$ cat src/rtl/dmem_axil_master_pkg.sv
// Shared constants and types for the data-memory AXI4-Lite master.
// funct3 codes, AXI response codes and FSM state encoding.
package dmem_axil_master_pkg;

  localparam logic [2:0] FUNCT3_LB  = 3'b000;
  localparam logic [2:0] FUNCT3_LH  = 3'b001;
  localparam logic [2:0] FUNCT3_LW  = 3'b010;
  localparam logic [2:0] FUNCT3_LBU = 3'b100;
  localparam logic [2:0] FUNCT3_LHU = 3'b101;
  localparam logic [2:0] FUNCT3_SB  = 3'b000;
  localparam logic [2:0] FUNCT3_SH  = 3'b001;
  localparam logic [2:0] FUNCT3_SW  = 3'b010;

  localparam logic [1:0] AXI_RESP_OKAY   = 2'b00;
  localparam logic [1:0] AXI_RESP_EXOKAY = 2'b01;
  localparam logic [1:0] AXI_RESP_SLVERR = 2'b10;
  localparam logic [1:0] AXI_RESP_DECERR = 2'b11;

  typedef enum logic [2:0] {
    ST_IDLE    = 3'd0,
    ST_RD_ADDR = 3'd1,
    ST_RD_DATA = 3'd2,
    ST_WR_REQ  = 3'd3,
    ST_WR_RESP = 3'd4,
    ST_DONE    = 3'd5
  } state_t;

  function automatic logic load_f3_ok(input logic [2:0] f3);
    return (f3 == FUNCT3_LB) || (f3 == FUNCT3_LH) ||
           (f3 == FUNCT3_LW) || (f3 == FUNCT3_LBU) ||
           (f3 == FUNCT3_LHU);
  endfunction

  function automatic logic store_f3_ok(input logic [2:0] f3);
    return (f3 == FUNCT3_SB) || (f3 == FUNCT3_SH) ||
           (f3 == FUNCT3_SW);
  endfunction

endpackage

$ cat src/rtl/dmem_lane_align.sv
// Byte-lane steering for stores and lane extraction/extension for loads.
// Purely combinational; funct3[2] selects zero-extension on loads.
module dmem_lane_align
  import dmem_axil_master_pkg::*;
(
  input  logic [2:0]  funct3,
  input  logic [1:0]  off,
  input  logic [31:0] wdata,
  input  logic [31:0] rdata,
  output logic [3:0]  wstrb,
  output logic [31:0] wdata_aligned,
  output logic [31:0] rdata_extended,
  output logic        misaligned
);

  logic [31:0] shifted;
  logic        sx;

  always_comb begin
    shifted        = rdata >> {off, 3'b000};
    sx             = ~funct3[2];
    wstrb          = 4'b0000;
    wdata_aligned  = '0;
    rdata_extended = '0;
    misaligned     = 1'b0;
    unique case (funct3[1:0])
      2'b00: begin
        wstrb          = 4'b0001 << off;
        wdata_aligned  = {4{wdata[7:0]}};
        rdata_extended = {{24{sx & shifted[7]}},
                          shifted[7:0]};
      end
      2'b01: begin
        wstrb          = 4'b0011 << off;
        wdata_aligned  = {2{wdata[15:0]}};
        rdata_extended = {{16{sx & shifted[15]}},
                          shifted[15:0]};
        misaligned     = off[0];
      end
      2'b10: begin
        wstrb          = 4'b1111;
        wdata_aligned  = wdata;
        rdata_extended = rdata;
        misaligned     = (off != 2'b00);
      end
      default: begin
        wstrb = 4'b0000;
      end
    endcase
  end

endmodule

$ cat src/rtl/dmem_axil_master.sv
// Data-memory access unit: one AXI4-Lite read or write per
// memory-stage request, with a single-cycle completion pulse.
module dmem_axil_master
  import dmem_axil_master_pkg::*;
#(
  parameter int ADDR_W = 32,
  parameter int DATA_W = 32
) (
  input  logic              CLK,
  input  logic              NRST,
  input  logic              C_CMEM,
  input  logic              C_DOLOAD,
  input  logic              C_DOSTORE,
  input  logic [ADDR_W-1:0] MEM_ADDR,
  input  logic [2:0]        MEM_FUNCT3,
  input  logic [31:0]       MEM_WDATA,
  output logic              C_MEM_DONE,
  output logic              MEM_ERR,
  output logic [31:0]       LOAD_DATA,
  output logic [ADDR_W-1:0] M_AXI_ARADDR,
  output logic [2:0]        M_AXI_ARPROT,
  output logic              M_AXI_ARVALID,
  input  logic              M_AXI_ARREADY,
  input  logic [DATA_W-1:0] M_AXI_RDATA,
  input  logic [1:0]        M_AXI_RRESP,
  input  logic              M_AXI_RVALID,
  output logic              M_AXI_RREADY,
  output logic [ADDR_W-1:0] M_AXI_AWADDR,
  output logic [2:0]        M_AXI_AWPROT,
  output logic              M_AXI_AWVALID,
  input  logic              M_AXI_AWREADY,
  output logic [DATA_W-1:0] M_AXI_WDATA,
  output logic [3:0]        M_AXI_WSTRB,
  output logic              M_AXI_WVALID,
  input  logic              M_AXI_WREADY,
  input  logic [1:0]        M_AXI_BRESP,
  input  logic              M_AXI_BVALID,
  output logic              M_AXI_BREADY
);

  state_t            state, state_n;
  logic [ADDR_W-1:0] addr_q;
  logic [2:0]        f3_q;
  logic [31:0]       wdata_q;
  logic              aw_done, aw_done_n;
  logic              w_done, w_done_n;
  logic [31:0]       ld_q, ld_n;
  logic              err_q, err_n;

  logic [3:0]        strb;
  logic [31:0]       wd_al;
  logic [31:0]       rd_ext;
  logic              misal;
  logic              aw_hs, w_hs;

  dmem_lane_align u_align (
    .funct3         (f3_q),
    .off            (addr_q[1:0]),
    .wdata          (wdata_q),
    .rdata          (M_AXI_RDATA),
    .wstrb          (strb),
    .wdata_aligned  (wd_al),
    .rdata_extended (rd_ext),
    .misaligned     (misal)
  );

  assign M_AXI_ARADDR  = {addr_q[ADDR_W-1:2], 2'b00};
  assign M_AXI_AWADDR  = {addr_q[ADDR_W-1:2], 2'b00};
  assign M_AXI_ARPROT  = 3'b000;
  assign M_AXI_AWPROT  = 3'b000;
  assign M_AXI_WDATA   = wd_al;
  assign M_AXI_WSTRB   = strb;
  assign M_AXI_ARVALID = (state == ST_RD_ADDR);
  assign M_AXI_RREADY  = (state == ST_RD_DATA);
  assign M_AXI_AWVALID = (state == ST_WR_REQ) && !aw_done;
  assign M_AXI_WVALID  = (state == ST_WR_REQ) && !w_done;
  assign M_AXI_BREADY  = (state == ST_WR_RESP);
  assign C_MEM_DONE    = (state == ST_DONE);
  assign MEM_ERR       = err_q;
  assign LOAD_DATA     = ld_q;

  assign aw_hs = M_AXI_AWVALID && M_AXI_AWREADY;
  assign w_hs  = M_AXI_WVALID && M_AXI_WREADY;

  always_ff @(posedge CLK or negedge NRST) begin
    if (!NRST) begin
      state   <= ST_IDLE;
      addr_q  <= '0;
      f3_q    <= '0;
      wdata_q <= '0;
      aw_done <= 1'b0;
      w_done  <= 1'b0;
      ld_q    <= '0;
      err_q   <= 1'b0;
    end else begin
      state   <= state_n;
      aw_done <= aw_done_n;
      w_done  <= w_done_n;
      ld_q    <= ld_n;
      err_q   <= err_n;
      if (state == ST_IDLE && C_CMEM) begin
        addr_q  <= MEM_ADDR;
        f3_q    <= MEM_FUNCT3;
        wdata_q <= MEM_WDATA;
      end
    end
  end

  always_comb begin
    state_n   = state;
    aw_done_n = aw_done;
    w_done_n  = w_done;
    ld_n      = ld_q;
    err_n     = err_q;
    unique case (state)
      ST_IDLE: begin
        // Illegal requests complete locally without touching the bus.
        if ((C_DOLOAD && C_DOSTORE) ||
            (C_DOLOAD && (!load_f3_ok(f3_q) || misal)) ||
            (C_DOSTORE && (!store_f3_ok(f3_q) || misal))) begin
          state_n = ST_DONE;
          err_n   = 1'b1;
          ld_n    = '0;
        end else if (C_DOLOAD) begin
          state_n = ST_RD_ADDR;
        end else if (C_DOSTORE) begin
          state_n   = ST_WR_REQ;
          aw_done_n = 1'b0;
          w_done_n  = 1'b0;
        end
      end
      ST_RD_ADDR: begin
        if (M_AXI_ARREADY) state_n = ST_RD_DATA;
      end
      ST_RD_DATA: begin
        if (M_AXI_RVALID) begin
          state_n = ST_DONE;
          err_n   = (M_AXI_RRESP != AXI_RESP_OKAY);
          ld_n    = (M_AXI_RRESP != AXI_RESP_OKAY) ? '0 : rd_ext;
        end
      end
      ST_WR_REQ: begin
        aw_done_n = aw_done | aw_hs;
        w_done_n  = w_done | w_hs;
        if ((aw_done | aw_hs) && (w_done | w_hs)) begin
          state_n   = ST_WR_RESP;
          aw_done_n = 1'b0;
          w_done_n  = 1'b0;
        end
      end
      ST_WR_RESP: begin
        if (M_AXI_BVALID) begin
          state_n = ST_DONE;
          err_n   = (M_AXI_BRESP != AXI_RESP_OKAY);
        end
      end
      ST_DONE: begin
        state_n = ST_IDLE;
      end
      default: begin
        state_n = ST_IDLE;
      end
    endcase
  end

endmodule

$ cat config.mk
export PLATFORM = sky130hd
export DESIGN_NAME = dmem_axil_master
export DESIGN_NICKNAME = d
export VERILOG_FILES = /design/src/rtl/dmem_axil_master_pkg.sv /design/src/rtl/dmem_lane_align.sv /design/src/rtl/dmem_axil_master.sv
export SDC_FILE = /design/constraint.sdc
export NUM_CORES = 1
export LEC_CHECK = 0
export BUFFER_PORTS_ARGS = -buffer_cell sky130_fd_sc_hd__clkbuf_2
export CAP_MARGIN = 10
export CORE_ASPECT_RATIO = 1.5
export CORE_MARGIN = 2
export CORE_UTILIZATION = 30
export CTS_BUF_LIST = sky130_fd_sc_hd__clkbuf_16
export DETAILED_ROUTE_END_ITERATION = 7
export SETUP_SLACK_MARGIN = 0.5
export SYNTH_ARGS = -nofsm -noshare
export SYNTH_HDL_FRONTEND = slang
export SYNTH_SLANG_ARGS = --single-unit
$ cat constraint.sdc
create_clock -name CLK -period 2.69 [get_ports CLK]
set_clock_uncertainty 0.2 [all_clocks]
set_input_delay 0.1345 -clock CLK [delete_from_list [all_inputs] [get_ports CLK]]
set_output_delay 0.1345 -clock CLK [all_outputs]
set_load 0.01 [all_outputs]
=== Word-level counts from Yosys, hierarchy flattened ===
Cells that the tools add are included.

* Register bits: 105
* Output and inout bits: 145
* Input bits: 113

* Reduce and logical (&&, ||, !) cells: 34
* Equality and inequality tests: 20
* Multiplexer cells: 27
* Shift-type cells: 3
* Bitwise gates (word level): 5

{| class="wikitable"
|+ Operators by type and width
! cell !! count
|-
| 32-bit case mux with 3 select lines || 2
|-
| 32-bit two-way mux || 3
|-
| 32-bit case mux with 2 select lines || 1
|-
| 32-bit by 5-bit >> shifter with 16-bit output || 1
|-
| 3-bit two-way mux || 7
|-
| 3-bit case mux with 5 select lines || 1
|-
| 3-bit equality test, second input constant || 4
|-
| 4-bit case mux with 3 select lines || 1
|-
| 2-bit != test, second input constant || 5
|-
| 2-bit nonzero test || 5
|-
| 3-bit by 2-bit equality test with 1-bit output, second input constant || 3
|-
| 1-bit logical AND || 9
|-
| 1-bit logical OR || 8
|-
| 1-bit two-way mux || 8
|-
| 4-bit AND reduction || 2
|-
| 3-bit by 1-bit equality test with 1-bit output, second input constant || 2
|-
| 3-bit logical NOT || 2
|-
| 2-bit by 1-bit != test with 1-bit output, second input constant || 3
|-
| 1-bit case mux with 2 select lines || 3
|-
| 5-bit AND reduction || 1
|-
| 1-bit logical NOT || 4
|-
| 4-bit by 3-bit != test with 1-bit output, second input constant || 1
|-
| 1-bit by 2-bit left shift with 4-bit output, first input constant || 1
|-
| 2-bit by 2-bit left shift with 4-bit output, first input constant || 1
|-
| 9 further kinds || 11
|}

=== Depth between registers and ports, before layout ===
Gate-level depths: netlist of run 1.

* Depth in word-level cells: 12
* Mapped depth: 9

=== Cells and area by module ===
From an unflattened synthesis of run 1, not the netlist that was laid out.

* Cells, all modules: 583
* Area, all modules: 6190.9 sq um

{| class="wikitable"
|+ By module, submodules not included
! module !! area each (sq um) !! sequential area each (sq um) !! cells an instance !! instances
|-
| dmem_axil_master || 4934.7 || 2627.5 || 413 || 1
|-
| dmem_lane_align || 1256.2 || 0.0 || 170 || 1
|}

=== Least setup slack after synthesis of run 1 ===
OpenSTA, ideal clock, no wires.

* Path type: register to register
* Start: register f3_q[1]
* End: register ld_q[8], in the netlist LOAD_DATA[8]
* Setup slack: -0.038 ns
* Stages on the path, launching flop included: 10
* Data arrival time: 2.403 ns
* Period minus slack after synthesis: 2.728 ns
* Cells stage by stage: dfrtp_1 inv_1 ha_1 or2_1 buf_2 o221a_1 a31o_2 o31ai_4 buf_4 mux2_2

* Longest elaborated chain between the ends: 12
* Elaborated cells on any way between the ends: 27

{| class="wikitable"
|+ Ends and longest elaborated chain
! element !! line !! source
|-
| start, declared || dmem_axil_master.sv:43 || <nowiki>logic [2:0] f3_q;</nowiki>
|-
| start signal, assigned || dmem_axil_master.sv:89 || <nowiki>f3_q <= '0;</nowiki>
|-
| start signal, assigned || dmem_axil_master.sv:103 || <nowiki>f3_q <= MEM_FUNCT3;</nowiki>
|-
| 3-bit by 1-bit equality test with 1-bit output / 3-bit logical NOT (equally long branches) || dmem_axil_master_pkg.sv:29, dmem_axil_master_pkg.sv:35 ||
|-
| 1-bit logical OR (2 in series) || dmem_axil_master_pkg.sv:29, dmem_axil_master_pkg.sv:35 ||
|-
| 1-bit logical OR (2 in series) || dmem_axil_master_pkg.sv:30 || <nowiki>(f3 == FUNCT3_LW) || (f3 == FUNCT3_LBU) ||</nowiki>
|-
| 1-bit logical NOT || dmem_axil_master.sv:119 || <nowiki>(C_DOLOAD && (!load_f3_ok(f3_q) || misal)) ||</nowiki>
|-
| 1-bit logical OR || dmem_axil_master.sv:119 ||
|-
| 1-bit logical AND || dmem_axil_master.sv:119 ||
|-
| 1-bit logical OR || dmem_axil_master.sv:118 || <nowiki>if ((C_DOLOAD && C_DOSTORE) ||</nowiki>
|-
| 1-bit logical OR || dmem_axil_master.sv:119 ||
|-
| 2-bit by 1-bit != test with 1-bit output (no source line) || n/a ||
|-
| 3-bit AND reduction (no source line) || n/a ||
|-
| end signal, assigned || dmem_axil_master.sv:99 || <nowiki>ld_q <= ld_n;</nowiki>
|-
| end, declared || dmem_axil_master.sv:47 || <nowiki>logic [31:0] ld_q, ld_n;</nowiki>
|}

Several ways; a longest one is shown, not always the timed one. The select of a mux whose other input is x is not followed.
A chain may end at the register's enable or synchronous reset.

=== Worst setup path after layout of run 1 ===
* Start: register f3_q[0]
* End: register ld_q[11], in the netlist LOAD_DATA[11]

The elaborated chain is that of the path after synthesis.

==> results of run 1 <==
[Yosys cell counts (2+ instances only)]
library cell	instances	area share, %
a21o_1	2	0.26
buf_1	4	0.26
inv_1	22	1.4
o21ai_0	6	0.51
or2_1	3	0.32
nor2_1	31	2.0
nand2_1	32	2.0
mux2i_1	18	3.1
a22oi_1	23	2.9
a222oi_1	7	1.2
or3_1	2	0.21
and2_1	11	1.2
clkbuf_1	17	1.1
mux2_2	9	1.7
a2bb2oi_1	2	0.30
ha_1	4	0.85
a31oi_1	2	0.21
nor3_1	3	0.26
o31ai_1	3	0.38
nor3b_1	3	0.38
mux2_1	79	15
a211oi_1	3	0.38
a22o_1	7	1.0
a21oi_1	49	4.2
buf_4	74	9.5
dfrtp_1	105	45
buf_2	10	0.85
nor2b_1	4	0.43
[area by class of cell]
type                       count  area share, %
clock inverter                 6          0.940
antenna                        1         0.0285
tap                          256           3.65
sequential                   105           29.9
clock buffer                   9           2.56
inverter                      22          0.940
timing repair buffer         377           31.0
multi-input combinational    332           30.9
[per-stage QoR]
step                      hold WS [ns]  instance area [um2]  std cells
after floorplan                 -0.361                 5960        564
after global placement          0.0958                 7020        981
after detailed placement        0.0870                 7020        981
after CTS                      0.00245                 8470       1097
after global routing            0.0387                 8790       1108
final                          0.00614                 8790       1108
[where the power goes]
group / total [mW] / internal (mW) / leakage, nW / switching (mW)
sequential: 2.72 / 2.19 / 1.31 / 0.534
clock: 1.41 / 0.808 / 0.153 / 0.601
combinational: 5.61 / 2.72 / 2.70 / 2.89
total: 9.74 / 5.71 / 4.16 / 4.03
[per-layer routing]
| metal | vias up | global-route usage [%] | wire length, um |
|---|---|---|---|
| met5 | - | 0 | 0 |
| met4 | 0 | 7.73 | 556 |
| met3 | 29 | 3.26 | 1100 |
| met2 | 200 | 30.1 | 9800 |
| met1 | 2557 | 20.5 | 7320 |
| li1 | 2447 | - | - |
[layout by cell type, fill, tap and decap left out, types with 10 or more instances in the layout]
| cell type | netlist | routed |
|---|---|---|
| clkbuf_2 | 0 | 231 |
| dfrtp_1 | 105 | 103 |
| dlygate4sd3_1 | 0 | 92 |
| mux2_1 | 79 | 72 |
| a21oi_1 | 49 | 40 |
| nand2_1 | 32 | 32 |
| nor2_1 | 31 | 29 |
| inv_1 | 22 | 19 |
| mux2i_1 | 18 | 18 |
| a22oi_1 | 23 | 17 |
| buf_4 | 74 | 16 |
| buf_2 | 10 | 15 |
| clkbuf_16 | 0 | 14 |
| mux2_4 | 0 | 12 |
| conb_1 | 1 | 10 |
[sequential cells by signal (all words and copies together), names as in the netlist]
signal	cells
wdata_q	32
addr_q	32
LOAD_DATA	32
state	3
w_done	1
MEM_ERR	1
f3_q	3
aw_done	1
[cells by family (layout without fill, tap and decap cells)]
family,Yosys count,after routing,synth area share [%]
buf+inv,127,414,13.1
compound gates,115,115,13.4
mux,106,106,20.0
flops,105,105,44.8
simple gates,97,97,7.77
fa+ha+maj,4,4,0.854
other cells,1,11,0.0640
[what timing repair did]
item,CTS,global route
setup endpoints to repair,129,128
cloned,3,6
resized for setup,22,52
buffers inserted,6,4
endpoints found under the hold margin,148,0
hold buffers,92,0
pin swaps,4,8
[worst paths after layout]
| kind | start | endpoint | slack (ns) | cells past startpoint |
|---|---|---|---|---|
| setup / recovery | f3_q[0] | LOAD_DATA[11] | 0.20 | 9 |
| hold / removal | M_AXI_RDATA[4] | LOAD_DATA[4] | 0.006 | 4 |
| setup reg to reg | f3_q[0] | LOAD_DATA[11] | 0.20 | 9 |
| hold reg to reg | wdata_q[30] | wdata_q[30] | 0.29 | 1 |
| max in group asynchronous | NRST | wdata_q[10] | 1.36 | 3 |
| min in group asynchronous | NRST | LOAD_DATA[20] | 0.24 | 2 |
[critical path: stages (launching register included)]
cell and delay, ns:
dfrtp_2 0.41, inv_2 0.07, ha_4 0.16, or2_1 0.21
o221a_1 0.27, a31o_4 0.24, o31ai_4 0.17, buf_6 0.17
clkbuf_16 0.16, mux2_1 0.32
==> impl_metrics.ini, run 1 <==
[status]
status = finished clean

[yosys]
ys_types = 48
ys_seq_elements = 105
async_flop_share_pct = 100
syn_area_mm2 = 0.00586
synth_edf_count = 0
syn_inst = 555
synth-seq-area-share_pct = 44.8
syn_avg_cell_area_um2 = 10.6
yosys_warnings = 0
synth_ff_type = dfrtp_1

[placed_design]
pre_cts_ws_ns = 0.112
dp_hpwl_um = 12400
port_buffers = 247
gp_congestion = 0.808

[cells_and_area]
regArea_mm2 = 0.00263
synthToLayoutAreaGrowth_pct = 49.9
fillers = 1829
multiInputGateArea_mm2 = 0.00272
postLayoutCoreUtil_pct = 45.9
drive_above_1_share_pct = 41.5
fin_nets = 964

[floorplan]
die_y_um = 175
start_util_pct = 30.6
fp.dieW_um = 118
pin_count = 258
core_mm2 = 0.0192
rows = 62
die-area_mm2 = 0.0207

[power]
power.leakage_nw = 4.16
ir_drop_mv = 0.688
power_density_mw_per_mm2 = 1110
finalPower_mw = 9.74

[setup_path]
crit_fanout = 5
critPathLaunchType = flip-flop
worstSetupEndpointType = flip-flop
crit_type = flip-flop to flip-flop
crit_required_ns = 2.72
worst-endpoint-arrival_ns = 2.53

[cts]
clkSinkCount = 105
cts_htree_levels = 3
clk_latency_ns = 0.35
cts_made_buffers = 9
ctsRootBufferMaster = clkbuf_16
cts_tree = done
clockBufferDepth = 2
clkTransAtPathRegs_ns = 0.07

[min_path]
min_path_type = primary input to flip-flop

[drt]
routed_wl_um = 18800
ant_nets = 0
vias = 5233
drt_iter0_drc = 299
avgRoutedWirePerCell_um = 16.9
post-route-drc-count = 0
dr.pass1.iters = 5
drt-vias-per-instance = 4.72

[grt]
globalRouteOverflowTotal = 0
grt_pass1_wl_um = 28200
antenna_found_initial = 1
grt_pass1_vias = 5276
grt.total_usage_pct = 17.3
grt_max_degree = 61

[sta]
worst_slack_ns = 0.196
min_period_ns = 2.49
final.setup.tns_ns = 0
slew_headroom_pct = 44.9
final_max_slew_viol_count = 0
rsz0062_at_grt = true
fin_crit_sh_pct = 92.7
hold_viol = 0
setup_viol = 0
max_freq_mhz = 401
tightest_slew_ns = 0.827

[flow_run]
max-cap-violations = 0
(Power assumes the default switching activity.)
==> inputs of run 2 (changes only) <==
CORE_ASPECT_RATIO = 0.9   (was 1.5)
GPL_TIMING_DRIVEN = 0   (was default)
==> run 2 against run 1 <==
  * Cell count rose by 8.0%
  * Via count rose by 6.3%
  * Utilization increased by 2.6 points
  * Sequential power barely moved
  * Critical path type unchanged
  * Sequential share of layout area is 1.6 points lower
==> impl_metrics.ini, run 2 (synthesis results as in run 1) <==
[setup_path]
cp_cell_sequence = inv_2 > ha_4 > or2_1 > buf_6 > o221a_4 > a31o_4 > o31ai_4 > buf_6 > buf_12 > mux2_4
cp_common_cell = buf_6
cp.buffers_inverters = 4
critPathLaunchType = flip-flop
worstSetupEndpointType = flip-flop
max_stage_delay_ns = 0.43
crit_required_ns = 2.73
worst-endpoint-arrival_ns = 2.66
path_delay_family = compound AO/OA/AOI/OAI gates
critPathSlowestCell = dfrtp_1
crit_type = flip-flop to flip-flop
crit_fanout = 8

[sta]
tightest_slew_ns = 0.944
setup_viol = 0
hold_viol = 0
min_period_ns = 2.62
rsz0062_at_grt = true
worst_slack_ns = 0.0667
fin_crit_sh_pct = 97.5
max_freq_mhz = 381
final_max_slew_viol_count = 0
slew_headroom_pct = 37.1

[drt]
post-route-drc-count = 0
routed_wl_um = 18900
ant_nets = 0
drt-vias-per-instance = 4.65
vias = 5564
drt_iter0_drc = 202
dr.pass1.iters = 5
avgRoutedWirePerCell_um = 15.8

[floorplan]
start_util_pct = 30.6
pin_count = 258
rows = 48
die-area_mm2 = 0.0207
fp.dieW_um = 151
core_mm2 = 0.0192
die_y_um = 137

[grt]
grt_pass1_wl_um = 28500
grt_max_degree = 106
grt_pass1_vias = 5461
grt.total_usage_pct = 17.9
globalRouteOverflowTotal = 0
antenna_found_initial = 1

[cts]
cts_htree_levels = 3
ctsRootBufferMaster = clkbuf_16
cts_tree = done
clk_latency_ns = 0.35
clkSinkCount = 105
clockBufferDepth = 2
cts_made_buffers = 9
clkTransAtPathRegs_ns = 0.07

[flow_run]
max-cap-violations = 0

[power]
power.leakage_nw = 4.54
power_density_mw_per_mm2 = 1110
ir_drop_mv = 0.851

[placed_design]
pre_cts_ws_ns = -0.321
gp_congestion = 0.865
port_buffers = 247
dp_hpwl_um = 13700

[cells_and_area]
fin_nets = 1058
synthToLayoutAreaGrowth_pct = 58.4
postLayoutCoreUtil_pct = 48.5
drive_above_1_share_pct = 45.8
final_common_cell = clkbuf_2
final_cell_mix = clkbuf_2, dfrtp_1, dlygate4sd3_1

[status]
status = finished clean

[min_path]
min_path_type = primary input to flip-flop
[run 2: changes by cell type in the layout (fill, tap and decap cells not counted), moves of 3 or more]
cell,previous run,this run
mux2_4,12,16
mux2_1,72,69
clkbuf_16,14,9
a21oi_2,8,2
buf_6,6,12
buf_2,15,19
clkbuf_2,231,238
clkbuf_1,0,8
buf_4,16,89
a21oi_1,40,46
[run 2: area by class of cell]
class                      count  area, um2
multi-input combinational    332       2720
clock inverter                 7       46.3
timing repair buffer         366       2450
antenna                        1       2.50
fill                        1807       9880
buffer                       105        805
tap                          250        313
inverter                      22       92.6
sequential                   105       2630
clock buffer                   9        225
[run 2: per-stage QoR]
step / std cells / area, um2 / setup TNS (ns) / hold WS (ns) / power (mW)
after floorplan: 564 / 5960 / 0 / -0.361 / 6.09
after global placement: 1061 / 7510 / -61.36 / 0.142 / 7.96
after detailed placement: 1062 / 7520 / -7.97 / 0.115 / 8.02
after CTS: 1190 / 9100 / 0 / 0.00894 / 10.1
after global routing: 1197 / 9280 / -0.0999 / 0.0381 / 11.0
final: 1197 / 9280 / 0 / 0.0231 / 10.3
[run 2: final timing paths]
kind,from,endpoint,slack (ns),cells after the start
worst max-delay path,f3_q[0],LOAD_DATA[9],0.07,10
worst min-delay path,M_AXI_RDATA[4],LOAD_DATA[4],0.02,4
worst max register to register,f3_q[0],LOAD_DATA[9],0.07,10
worst min register to register,wdata_q[26],wdata_q[26],0.29,1
max in group asynchronous,NRST,state[2],1.30,2
min in group asynchronous,NRST,LOAD_DATA[0],0.20,2
[run 2: worst min-delay path: stages]
cell and delay, ns:
clkbuf_2 0.10, a22oi_1 0.08, nor2_1 0.09, mux2_4 0.14
[run 2: metal layers]
metal | wire length (um) | GRT usage [%]
met3 | 1400 | 4.17
met2 | 9180 | 30.9
met1 | 8010 | 22.4
met4 | 337 | 5.19
met5 | 0 | 0
[run 2: repair_timing]
item                                   CTS  global route
resized for setup                       52            62
pin swaps                               10             8
setup endpoints to repair              140           140
hold buffers                            92             0
cloned                                   3             0
buffers inserted                        17             6
endpoints found under the hold margin  195             0
[run 2: power by group]
| part | internal, mW | switching (mW) |
|---|---|---|
| Clock | 0.630 | 0.627 |
| Sequential | 2.18 | 0.530 |
| Combinational | 3.32 | 3.04 |
| Total | 6.13 | 4.20 |
